### src/rtl/cubic_sweep_src.sv
// Sweep source for the combinational cubic evaluator plus a 2-entry first-word-fall-through result FIFO.
// Build macro CUBIC_SWEEP_OVF_SKIP_EN drops out-of-range (|x| >= 2.0) samples instead of flagging them.
module cubic_sweep_src #(
  parameter int unsigned STEP      = 8,
  parameter int unsigned N_SAMPLES = 128,
  parameter logic [9:0]  START_VAL = 10'd0
) (
  input  logic       clk,
  input  logic       rst_n,
  input  logic       start,
  output logic [9:0] cubic_in,
  input  logic [9:0] cubic_out,
  output logic       m_valid,
  input  logic       m_ready,
  output logic [9:0] m_in,
  output logic [9:0] m_out,
  output logic       m_ovf,
  output logic       m_last,
  output logic       busy,
  output logic       done
);

  typedef enum logic [1:0] {IDLE, RUN, DRAIN} state_e;

  typedef struct packed {
    logic [9:0] x;
    logic [9:0] y;
    logic       ovf;
    logic       last;
  } entry_t;

  localparam logic [9:0]  STEP_C   = 10'(STEP);
  localparam logic [10:0] LAST_IDX = 11'(N_SAMPLES - 1);

  state_e      state_q, state_d;
  logic        pend_q, pend_d;
  logic [9:0]  x_q, x_d;
  logic [10:0] idx_q, idx_d;
  entry_t      fifo_q [2];
  logic        wr_ptr_q, wr_ptr_d;
  logic        rd_ptr_q, rd_ptr_d;
  logic [1:0]  cnt_q, cnt_d;

  logic        sample_ovf;
  logic        sample_last;
  logic        pop;
  logic        capture;
  logic        push;
  entry_t      wr_entry;
  entry_t      head;

  // -256 (0x300) is the only in-range-looking code whose top two bits agree yet is still out of range.
  always_comb begin
    sample_ovf  = (x_q[9] ^ x_q[8]) | (x_q == 10'h300);
    sample_last = (idx_q == LAST_IDX);
    pop         = (cnt_q != 2'd0) & m_ready;
    capture     = (state_q == RUN) & ((cnt_q != 2'd2) | pop);
`ifdef CUBIC_SWEEP_OVF_SKIP_EN
    push        = capture & ~sample_ovf;
    wr_entry    = '{x: x_q, y: cubic_out, ovf: 1'b0, last: sample_last};
`else
    push        = capture;
    wr_entry    = '{x: x_q, y: cubic_out, ovf: sample_ovf, last: sample_last};
`endif
  end

  always_comb begin
    wr_ptr_d = wr_ptr_q ^ push;
    rd_ptr_d = rd_ptr_q ^ pop;
    cnt_d    = cnt_q;
    case ({push, pop})
      2'b10:   cnt_d = cnt_q + 2'd1;
      2'b01:   cnt_d = cnt_q - 2'd1;
      default: cnt_d = cnt_q;
    endcase
  end

  // Start is registered for one cycle so the first capture lands two edges after acceptance.
  always_comb begin
    state_d = state_q;
    pend_d  = 1'b0;
    x_d     = x_q;
    idx_d   = idx_q;
    done    = 1'b0;
    unique case (state_q)
      IDLE: begin
        if (pend_q) begin
          state_d = RUN;
          x_d     = START_VAL;
          idx_d   = '0;
        end else if (start) begin
          pend_d = 1'b1;
        end
      end
      RUN: begin
        if (capture) begin
          idx_d = idx_q + 11'd1;
          if (sample_last) begin
            state_d = DRAIN;
          end else begin
            x_d = x_q + STEP_C;
          end
        end
      end
      DRAIN: begin
        if (cnt_q == 2'd0) begin
          done    = 1'b1;
          state_d = IDLE;
        end
      end
      default: state_d = IDLE;
    endcase
    busy = pend_q | (state_q == RUN) | ((state_q == DRAIN) & ~done);
  end

  always_ff @(posedge clk or negedge rst_n) begin
    if (!rst_n) begin
      state_q  <= IDLE;
      pend_q   <= 1'b0;
      x_q      <= '0;
      idx_q    <= '0;
      wr_ptr_q <= 1'b0;
      rd_ptr_q <= 1'b0;
      cnt_q    <= '0;
      fifo_q[0] <= '0;
      fifo_q[1] <= '0;
    end else begin
      state_q  <= state_d;
      pend_q   <= pend_d;
      x_q      <= x_d;
      idx_q    <= idx_d;
      wr_ptr_q <= wr_ptr_d;
      rd_ptr_q <= rd_ptr_d;
      cnt_q    <= cnt_d;
      if (push) begin
        fifo_q[wr_ptr_q] <= wr_entry;
      end
    end
  end

  // Beat fields are forced to zero whenever the FIFO is empty.
  always_comb begin
    head     = fifo_q[rd_ptr_q];
    m_valid  = (cnt_q != 2'd0);
    m_in     = m_valid ? head.x : '0;
    m_out    = m_valid ? head.y : '0;
    m_ovf    = m_valid & head.ovf;
    m_last   = m_valid & head.last;
    cubic_in = x_q;
  end

endmodule

### config.mk
export PLATFORM = sky130hd
export DESIGN_NAME = cubic_sweep_src
export DESIGN_NICKNAME = d
export VERILOG_FILES = /design/src/rtl/cubic_sweep_src.sv
export SDC_FILE = /design/constraint.sdc
export NUM_CORES = 1
export LEC_CHECK = 0
export CORE_MARGIN = 2
export CORE_UTILIZATION = 39
export CTS_BUF_LIST = sky130_fd_sc_hd__clkbuf_8
export DETAILED_ROUTE_END_ITERATION = 10
export PLACE_DENSITY = 0.64
export REMOVE_ABC_BUFFERS = 1
export SLEW_MARGIN = 0
export SYNTH_ARGS = -nofsm -noshare
export SYNTH_HDL_FRONTEND = slang
export SYNTH_SLANG_ARGS = --single-unit
export TNS_END_PERCENT = 1
### constraint.sdc
create_clock -name clk -period 4.15 [get_ports clk]
set_clock_uncertainty 0.2 [all_clocks]
set_input_delay 0.6225 -clock clk [delete_from_list [all_inputs] [get_ports clk]]
set_output_delay 0.6225 -clock clk [all_outputs]
set_load 0.005 [all_outputs]
== Yosys cells after proc, flatten, opt, wreduce, memory -nomap -nowiden ==
Cells that the tools add are included.
Word-level totals
  logic and storage cells: 84
  output and inout port bits: 35
  register bits after elaboration: 72
  input port bits: 14
Operators by class
  muxes and demuxes: 26
  add/sub/neg operators: 4
  eq/ne operators: 12
  bitwise gates (word level): 15
  reduce and logical (&&, ||, !) cells: 9
  $lt $le $gt $ge: 3
Operators with widths (number)
  $mux 22: 4
  $mux 10: 5
  $bwmux 44: 1
  $demux 22 s1: 1
  $mux 11: 2
  $pmux 11 s2: 1
  $pmux 10 s2: 1
  $ne 2x2->1 const B: 6
  $add 11x1->11 const B: 1
  $eq 11x7->1 const B: 1
  $add 10x4->10 const B: 1
  $eq 10x10->1 const B: 1
  $mux 2: 4
  $reduce_and 4->1: 2
  $pmux 2 s3: 1
  $reduce_bool 2->1: 3
  $and 1x1->1: 5
  $mux 1: 5
  $eq 2x1->1 const B: 2
  $eq 2x2->1 const B: 2
  $ge 2x2->1 const B: 2
  $logic_not 2->1: 2
  $not 1->2: 2
  $or 1x1->1: 4
  other kinds (8): 10

== Logic depth before layout (Yosys ltp) ==
Gate-level depths: netlist of the first run.
  depth in word-level cells: 6
  gate-level depth with buffers: 9
  gate-level depth less buffers: 7

== Worst setup path before layout of the first run ==
Ideal clock, no wire load.
  kind: input -> register
  start: in m_ready
  end: reg fifo_q[26] (netlist name)
  setup time: 0.125 ns
  data required time: 3.825 ns
  slack: 1.784 ns
  cell stages on the path: 7
  arrival time: 2.041 ns
  cell sequence: or3b_1 buf_2 nand2_1 inv_1 ha_1 clkbuf_1 mux2_2
On the way
  longest elaborated chain between the ends: 3
RTL lines
  start, declared: RTL line 14  | input logic m_ready,
  $and 1x1->1: RTL line 56  | pop = (cnt_q != 2'd0) & m_ready;
  $or 1x1->1: RTL line 57  | capture = (state_q == RUN) & ((cnt_q != 2'd2) | pop);
  $and 1x1->1: RTL line 57
  end signal, assigned by index: RTL line 136  | fifo_q[wr_ptr_q] <= wr_entry;
  end, declared: RTL line 39  | entry_t fifo_q [2];
No other way between the ends.
A chain may end at the register's enable or synchronous reset.

== Worst setup path in the final report of the first run ==
  start: reg state_q[0]
  end: reg fifo_q[29] (netlist name)
On the way
  longest elaborated chain between the ends: 2
RTL lines
  start, declared: RTL line 35  | state_e state_q, state_d;
  start signal, assigned: RTL line 128  | state_q <= state_d;
  $eq 2x1->1: RTL line 57
  $and 1x1->1: RTL line 57
No other way between the ends.

==> metrics.md, run 1 <==
| Metric | Value |
|---|---|
| Share of the yosys chip area belonging to registers | `0.497` |
| Proportion of synthesized area in mux cells | `0.194` |
| Wire per inst | `14.7 µm` |
| Pwr Total | `3.12 mW` |
| Mapped Cells | `284` |
| RSZ-0062 raised after global routing | `false` |
| Half-perimeter wire length after placement | `4290 µm` |
| GP Congestion | `around 0.82` |
| Global Route Usage Sum | `0.159` |
| Complex-gate fraction of the synthesized area | `0.0726` |
| Reg power frac | `0.358` |
| Synth unique cells | `45` |
| Clock network fraction of total power | `0.174` |
| Die outline width | `94.2 µm` |
| Sw Ratio | `0.354` |
| Setup crit end | `fifo_q[29]` |
| Comb power frac | `0.468` |
| Synth area leaders | `dfrtp_1 50%, mux2_2 13%, mux2i_1 6.6%` |
| Max Slew Vio Count | `0` |
| Final TNS setup | `0 ns` |
| R2R Path Start | `state_q[0]` |
| Final setup violation count | `0` |
| Adder-cell share of the synthesized area | `0.0237` |
| Worst R2R Setup Slack | `1.23 ns` |
| Max VDD drop | `0.423 mV` |
| Slew headroom | `0.385` |
| # diodes | `0` |
| DIE AREA | `about 8900 µm²` |
| # IOs | `49` |
| Core box area | `7810 µm²` |
| Area share of the largest cell type after synthesis | `0.497` |
| DR pass1 iterations | `4` |
| Number of global-route vias before repair | `2235` |
| Cts hold-fix bufs | `0` |
| Count of input and output buffers | `42` |
| CTS max path bufs | `2` |
| Initial DRC count | `~140` |
| Synth-to-Final Area Change | `21.2%` |
| Syn Area/Cell | `11.2 µm²` |
| CTS sink count | `63` |
| Yosys warning count | `0` |
| Yosys reg bits | `63` |
| Total CTS buffers | `9` |
| Gr ovfl total | `0` |
| Worst setup EP type | `register` |
| Post-synth top flop | `dfrtp_1` |
| Max FO, Critical Path | `20` |
| Share of layout cells above drive strength 1 | `0.191` |
| Top cells by count, synth | `63 x dfrtp_1, 36 x mux2_2, 35 x nor2_1, 21 x mux2i_1, 14 x nand2_1` |
| WL final | `6340 µm` |
| R2R depth | `5` |
| Cell Area, Synth | `about 3200 µm²` |
| Period minus WS final | `2.92 ns` |
| Upper clock frequency limit | `between 0.3 and 0.4 GHz` |
| Final period util | `0.704` |
| R2R Path End | `fifo_q[29]` |
| Vias post-DR | `2244` |
| Worst Hold Class | `primary input to async pin` |
| Site Rows | `32` |
| Filler Cell Count | `731` |
| Arrival @ worst endpoint | `2.93 ns` |
| Via density | `slightly above 5` |
| DRC | `0` |
| Simple-Gate Fraction of Synth Area | `0.143` |
| Main combinational cell family by area after synthesis | `multiplexers` |
| Worst Setup Start Kind | `register` |
| Synth area leader | `dfrtp_1` |
| # H-tree levels | `3` |
| Psw | `roughly 1.1 mW` |
| Post-synth EDFFs | `0` |
| Status | `finished clean` |
| Pwr Density | `812 nW/µm²` |
| Die height | `94.2 µm` |
| Hold violation count in the final report | `0` |
| Max capacitance violation total | `0` |
| CTS tree | `yes` |
| # nets final | `345` |
| Async set-reset flop share out of synthesis | `1.00` |
| Initial Util | `0.406` |
| Int Power | `just over 2 mW` |
| Resized cells post-CTS | `0` |
| Leak | `1.67 nW` |
| Setup Fix Bufs, Post-CTS | `0` |
| Clock root buffer | `clkbuf_8` |
| Most frequent cell after synthesis | `dfrtp_1` |
| Skew-Pair Late Insertion Delay | `between 0.3 and 0.4 ns` |
| First-pass GRT wire length | `10900 µm` |
| Initial antenna violation count | `0` |
| Crit path required time | `around 4.2 ns` |
| CTS clk-pin slew, worst paths | `0.07 ns` |
| Worst slew pin tran | `0.923 ns` |
| XOR/XNOR Fraction of Synth Area | `0.0221` |
| Critical path class | `register to register` |
| Post-route ant nets | `0` |
| CP Launch Point | `state_q[0]` |
| Largest net degree at the start of global routing | `42` |
[registers in the layout, indices dropped and copies added (netlist names)]
name / count
cubic_in: 7
idx_q: 11
rd_ptr_q: 1
state_q: 2
pend_q: 1
cnt_q: 2
fifo_q: 38
wr_ptr_q: 1
[worst min path at each step]
stage	endpoint	slack, ns	cells after the start
final	idx_q[3]	0.22	1
after global routing	idx_q[0]	0.30	1
after CTS	state_q[1]	0.25	1
after detailed placement	fifo_q[31]	0.30	1
after global placement	fifo_q[16]	0.29	1
after floorplan	cnt_q[0]	0.13	0
[power by group through the flow]
| stage | sequential (mW) | clock [mW] | combinational, mW |
|---|---|---|---|
| after detailed placement | 1.13 | 0 | 1.48 |
| after floorplan | 1.10 | 0 | 0.880 |
| after global routing | 1.16 | 0.587 | 1.64 |
| after CTS | 1.12 | 0.557 | 1.49 |
| final | 1.12 | 0.542 | 1.46 |
| after global placement | 1.12 | 0 | 1.46 |
[cell families after synthesis]
family                   count (synthesis)
AO/OA/AOI/OAI                           33
AND/OR/NAND/NOR                         89
adder cells (fa/ha/maj)                  6
XOR/XNOR                                 8
buffers and inverters                   27
multiplexers                            57
flip-flops                              63
other                                    1
[worst max-delay path: stages (launching register included)]
cell	delay (ns)
dfrtp_1	0.64
and2b_1	0.37
nand2_1	0.19
inv_1	0.18
ha_1	0.79
mux2_2	0.42
[layer usage]
metal	wire (µm)	track usage	vias up
met5	0	0	-
met4	117	0.0616	0
met3	188	0.0249	10
met2	3060	0.253	46
met1	2970	0.217	1105
li1	-	-	1083
[stage by stage]
step            util  instance area, µm²  cells  setup slack [ns]  hold slack [ns]
2_1_floorplan      -                3070    268              1.74            0.127
3_3_place_gp   0.466                3640    416             0.933            0.289
3_5_place_dp   0.466                3640    416             0.823            0.295
4_1_cts        0.493                3850    432              1.18            0.250
5_1_grt        0.493                3850    432             0.997            0.297
6_report       0.493                3850    432              1.23            0.219
[layout by cell type, fill, tap and decap left out, types with 9 or more instances in the layout]
cell,count
nor2_1,35
clkdlybuf4s50_1,41
dfrtp_1,63
nand3_1,9
o21ai_0,9
nand2_1,14
clkbuf_8,10
mux2i_1,21
mux2_2,36
[layout make-up]
cell class / count / area (µm²) / area share
Sequential cell: 63 / 1580 / 0.410
Multi-Input combinational cell: 199 / 1470 / 0.382
Timing Repair Buffer: 46 / 445 / 0.116
Clock buffer: 10 / 138 / 0.0358
Tap cell: 102 / 128 / 0.0332
Clock inverter: 6 / 68.8 / 0.0179
Inverter: 6 / 22.5 / 0.00586
(Power assumes the default switching activity.)
==> run 2, diff against run 1 <==
- PLACE_DENSITY: 0.64 -> 0.66
- clock period: 4.15 -> 2.49 ns (I/O delays scaled with it)
==> metrics.md, run 2 (synthesis gave the netlist of run 1 again) <==
| Metric | Value |
|---|---|
| Leak | `1.75 nW` |
| DRC | `0` |
| Slowest-stage cell, CP | `dfrtp_1` |
| Pwr Density | `1370 nW/µm²` |
| Final setup violation count | `0` |
| Final period util | `0.962` |
| Upper clock frequency limit | `0.418 GHz` |
| Clock root buffer | `clkbuf_8` |
| Vias post-DR | `between 2000 and 2500` |
| Worst Hold Slack | `0.307 ns` |
| Clock network fraction of total power | `0.184` |
| Filler Cell Count | `710` |
| First-pass GRT wire length | `11300 µm` |
| Largest net degree at the start of global routing | `39` |
| Crit-path cells | `buf_12, mux2i_1, nor2_1, clkdlybuf4s50_1` |
| Reg power frac | `0.340` |
| Initial Util | `0.406` |
| # diodes | `0` |
| # nets final | `355` |
| WL final | `6550 µm` |
| Sw Ratio | `0.344` |
| Initial antenna violation count | `0` |
| # H-tree levels | `3` |
| Via density | `5.13` |
| Period minus WS final | `2.39 ns` |
| CTS max path bufs | `2` |
| Core box area | `7810 µm²` |
| Max Slew Vio Count | `0` |
| Die height | `94.2 µm` |
| Gr ovfl total | `0` |
| Number of global-route vias before repair | `2339` |
| Register with the most flip-flops | `fifo_q` |
| Int Power | `~3.6 mW` |
| Arrival @ worst endpoint | `1.82 ns` |
| GP Congestion | `roughly 0.77` |
| CTS sink count | `63` |
| Initial DRC count | `126` |
| Max capacitance violation total | `0` |
| Crit path required time | `1.92 ns` |
| Critical path class | `register to primary output` |
| Post-route ant nets | `0` |
| Share of layout cells above drive strength 1 | `0.215` |
| Comb power frac | `0.476` |
| Wire per inst | `approximately 15 µm` |
| Worst setup EP type | `primary output` |
| Worst slew pin tran | `0.782 ns` |
| Global Route Usage Sum | `0.164` |
| Status | `finished clean` |
| Final Cell Area | `4020 µm²` |
| Placement Cell Area | `3770 µm²` |
| Synth-to-Final Area Change | `26.6%` |
| Count of input and output buffers | `42` |
| Worst Hold Class | `register to register` |
| DR pass1 iterations | `4` |
| DIE AREA | `8870 µm²` |
| Most frequent cells in the layout | `63 x dfrtp_1, 41 x clkdlybuf4s50_1, 36 x mux2_2` |
| Skew-Pair Late Insertion Delay | `0.34 ns` |
| Slew headroom | `0.477` |
| Hold violation count in the final report | `0` |
| Max FO, Critical Path | `16` |
| Total CTS buffers | `9` |
| Half-perimeter wire length after placement | `4510 µm` |
| RSZ-0062 raised after global routing | `false` |
| # IOs | `49` |
| Most common cell after layout, fill and taps aside | `dfrtp_1` |
| CP max stage delay | `0.52 ns` |
| CTS clk-pin slew, worst paths | `around 0.07 ns` |
| Max VDD drop | `0.858 mV` |
| Site Rows | `32` |
| Final TNS setup | `0 ns` |
| Die outline width | `94.2 µm` |
| CTS tree | `yes` |
| Number of flip-flops in the largest register | `38` |
| Psw | `1.90 mW` |
| Worst Setup Start Kind | `register` |
==> run 2: cell types whose count changed in the layout (fill, tap and decap cells not counted) <==
cell / previous run / this run
bufinv_16: 1 / 2
clkinv_2: 1 / 0
clkinv_4: 2 / 1
buf_4: 4 / 8
buf_12: 0 / 5
dlygate4sd3_1: 0 / 1
nor2_1: 35 / 34
nor2_4: 0 / 1
clkinvlp_4: 1 / 2
==> run 2: metal layers <==
| layer | global-route usage | part of all wire | up-vias |
|---|---|---|---|
| li1 | - | - | 1095 |
| met1 | 0.228 | 0.48 | 1125 |
| met3 | 0.0265 | 0.027 | 7 |
| met5 | 0 | 0 | - |
| met2 | 0.252 | 0.47 | 41 |
| met4 | 0.0749 | 0.016 | 0 |
==> run 2: path summary, 6_finish.rpt <==
check                           slack [ns]       start  cells past startpoint     endpoint
min in group asynchronous             0.38       rst_n                      2    fifo_q[4]
worst max-delay path                   0.1    rd_ptr_q                      4       m_last
max in group asynchronous             1.09       rst_n                      3  cubic_in[9]
worst min-delay path                  0.31  fifo_q[43]                      1   fifo_q[43]
worst min register to register        0.31  fifo_q[43]                      1   fifo_q[43]
worst max register to register        0.45    cnt_q[0]                      6   fifo_q[22]
==> run 2: metrics by stage <==
step	power [mW]	util	setup WS (ns)	instances
floorplan	3.30	-	0.0845	268
global placement	4.46	0.483	0.167	425
detailed placement	4.53	0.483	0.117	425
CTS	5.57	0.514	0.0187	442
global route	5.94	0.515	0.00224	442
finish	5.52	0.515	0.0952	442
==> run 2: area by class of cell <==
class / count / area [µm²] / share of cell area
Sequential cell: 63 / 1580 / 0.392
Clock buffer: 10 / 138 / 0.0343
Inverter: 6 / 22.5 / 0.00561
Multi-Input combinational cell: 199 / 1480 / 0.367
Timing Repair Buffer: 56 / 586 / 0.146
Clock inverter: 6 / 92.6 / 0.0230
Tap cell: 102 / 128 / 0.0318
==> run 2: worst max-delay path, delay by kind of cell, from the launching register on <==
kind / cells / cell delay [ns]
AND/OR/NAND/NOR: 1 / 0.06
flip-flops: 1 / 0.52
buffers and inverters: 2 / 0.66
multiplexers: 1 / 0.23
==> run 2: power groups by stage <==
stage / logic, mW / registers (mW) / clock network, mW
after global routing: 2.91 / 1.95 / 1.08
after CTS: 2.66 / 1.87 / 1.04
after floorplan: 1.47 / 1.83 / 0
final: 2.62 / 1.88 / 1.02
after detailed placement: 2.65 / 1.89 / 0
after global placement: 2.60 / 1.86 / 0
==> run 2: what timing repair did <==
action,4_1_cts,5_1_grt
buffers inserted,0,0
endpoints found under the hold margin,25,0
hold buffers,1,0
setup endpoints to repair,0,2
resized for setup,0,2
==> run 3, diff against run 2 <==
- CAP_MARGIN: not set -> 10
- DONT_BUFFER_PORTS: not set -> 1
- PLACE_DENSITY: 0.66 -> 0.58
- TNS_END_PERCENT: 1 -> not set
==> metrics.md, run 3 (synthesis gave the netlist of run 1 again) <==
| Metric | Value |
|---|---|
| DP Cell Count | `379` |
| Status | `finished clean` |
| Gr ovfl total | `0` |
| Final period util | `0.863` |
| CTS clk-pin slew, worst paths | `0.06 ns` |
| Slew headroom | `0.627` |
| Share of layout cells above drive strength 1 | `0.222` |
| Skew-Pair Late Insertion Delay | `0.33 ns` |
| Via density | `5.35` |
| Resized cells post-CTS | `0` |
| Worst Hold Class | `primary input to register` |
| Number of flip-flops in the largest register | `38` |
| DRC | `0` |
| Site Rows | `32` |
| Crit path required time | `2.50 ns` |
| CP delay by family, top | `simple AND/OR/NAND/NOR gates` |
| CTS sink count | `63` |
| # diodes | `0` |
| Place WS | `~0.35 ns` |
| Worst Path Buf+Inv | `2` |
| Global Route Usage Sum | `0.155` |
| Number of global-route vias before repair | `2147` |
| Arrival @ worst endpoint | `2.16 ns` |
| Initial antenna violation count | `0` |
| Count of input and output buffers | `0` |
| Clock root buffer | `clkbuf_8` |
| Largest net degree at the start of global routing | `64` |
| Half-perimeter wire length after placement | `4220 µm` |
| Final setup violation count | `0` |
| Max capacitance violation total | `0` |
| Total CTS buffers | `9` |
| Leak | `1.61 nW` |
| Upper clock frequency limit | `between 0.4 and 0.5 GHz` |
| Post-route ant nets | `0` |
| DIE AREA | `just under 9000 µm²` |
| Die outline width | `94.2 µm` |
| Final cell count without fillers | `408` |
| Hold violation count in the final report | `0` |
| Most common cell after layout, fill and taps aside | `dfrtp_1` |
| Core box area | `roughly 7800 µm²` |
| Max FO, Critical Path | `20` |
| Worst Setup Start Kind | `register` |
| # nets final | `321` |
| # H-tree levels | `3` |
| Pwr Density | `between 1000 and 1500 nW/µm²` |
| Period minus WS final | `2.15 ns` |
| WL final | `6380 µm` |
| Initial DRC count | `about 110` |
| Max VDD drop | `0.836 mV` |
| Final Core Density | `0.469` |
| CP max stage delay | `around 0.44 ns` |
| Initial Util | `0.406` |
| Most frequent cells in the layout | `63 x dfrtp_1, 36 x mux2_2, 34 x nor2_1` |
| Wire per inst | `about 16 µm` |
| Max Slew Vio Count | `0` |
| Crit-path cells | `or3b_1, nand2_1, inv_1, ha_1, buf_12, mux2_2` |
| Critical path class | `register to register` |
| First-pass GRT wire length | `10600 µm` |
| Placement Cell Area | `3290 µm²` |
| Vias post-DR | `2183` |
| GP Congestion | `a little under 0.8` |
| Die height | `roughly 94 µm` |
| Register with the most flip-flops | `fifo_q` |
| # IOs | `49` |
| Slowest-stage cell, CP | `dfrtp_1` |
| CTS tree | `yes` |
| CTS max path bufs | `2` |
| Final Cell Area | `between 3000 and 4000 µm²` |
| Worst setup EP type | `register` |
| DR pass1 iterations | `4` |
| Synth-to-Final Area Change | `15.3%` |
| Worst slew pin tran | `0.554 ns` |
| RSZ-0062 raised after global routing | `false` |
| Final TNS setup | `0 ns` |
| Final Worst Setup Slack | `0.340 ns` |
run 3: cell count changes in the layout (fill, tap and decap cells not counted), sizes merged:
cell and delta:
clkinv +1, buf -4, clkdlybuf4s50 -41, clkinvlp -1
dlygate4sd3 +11
run 3: final cells by class:
type                    instances  area, µm²
inverters                       6       22.5
flip-flops and latches         63       1580
clock inverters                 6       85.1
multi-input cells             199       1470
repair buffers                 22        240
well taps                     102        128
clock buffers                  10        138
fillers                       733       4150
run 3: per-layer routing:
layer / track usage / part of all wire
met3: 0.0329 / 0.046
met2: 0.239 / 0.46
met1: 0.213 / 0.48
met5: 0 / 0
met4: 0.0652 / 0.016
run 3: final timing paths:
| check | from | end | slack (ns) | depth (start not counted) |
|---|---|---|---|---|
| hold reg to reg | fifo_q[39] | fifo_q[39] | 0.30 | 1 |
| setup / recovery | cnt_q[0] | fifo_q[11] | 0.34 | 6 |
| max in group asynchronous | rst_n | idx_q[1] | 1.44 | 2 |
| hold / removal | m_ready | rd_ptr_q | 0.11 | 2 |
| min in group asynchronous | rst_n | cubic_in[5] | 0.39 | 2 |
| setup reg to reg | cnt_q[0] | fifo_q[11] | 0.34 | 6 |
run 3: what timing repair did:
action,in CTS,in global routing
setup buffers,0,0
hold buffers,13,0
endpoints found under the hold margin,84,0
run 3: stage by stage:
| stage | power, mW | hold WS (ns) |
|---|---|---|
| after global routing | 5.22 | 0.115 |
| after floorplan | 3.30 | -0.122 |
| after global placement | 3.83 | -0.120 |
| after detailed placement | 3.88 | -0.120 |
| after CTS | 4.92 | 0.103 |
| final | 4.84 | 0.113 |
run 3: power by group:
group / switching [mW] / internal, mW / total, mW / leakage [nW]
Sequential: 0.388 / 1.49 / 1.87 / 0.757
Clock: 0.388 / 0.587 / 0.976 / 0.114
Combinational: 0.996 / 0.994 / 1.99 / 0.744
Total: 1.77 / 3.07 / 4.84 / 1.61
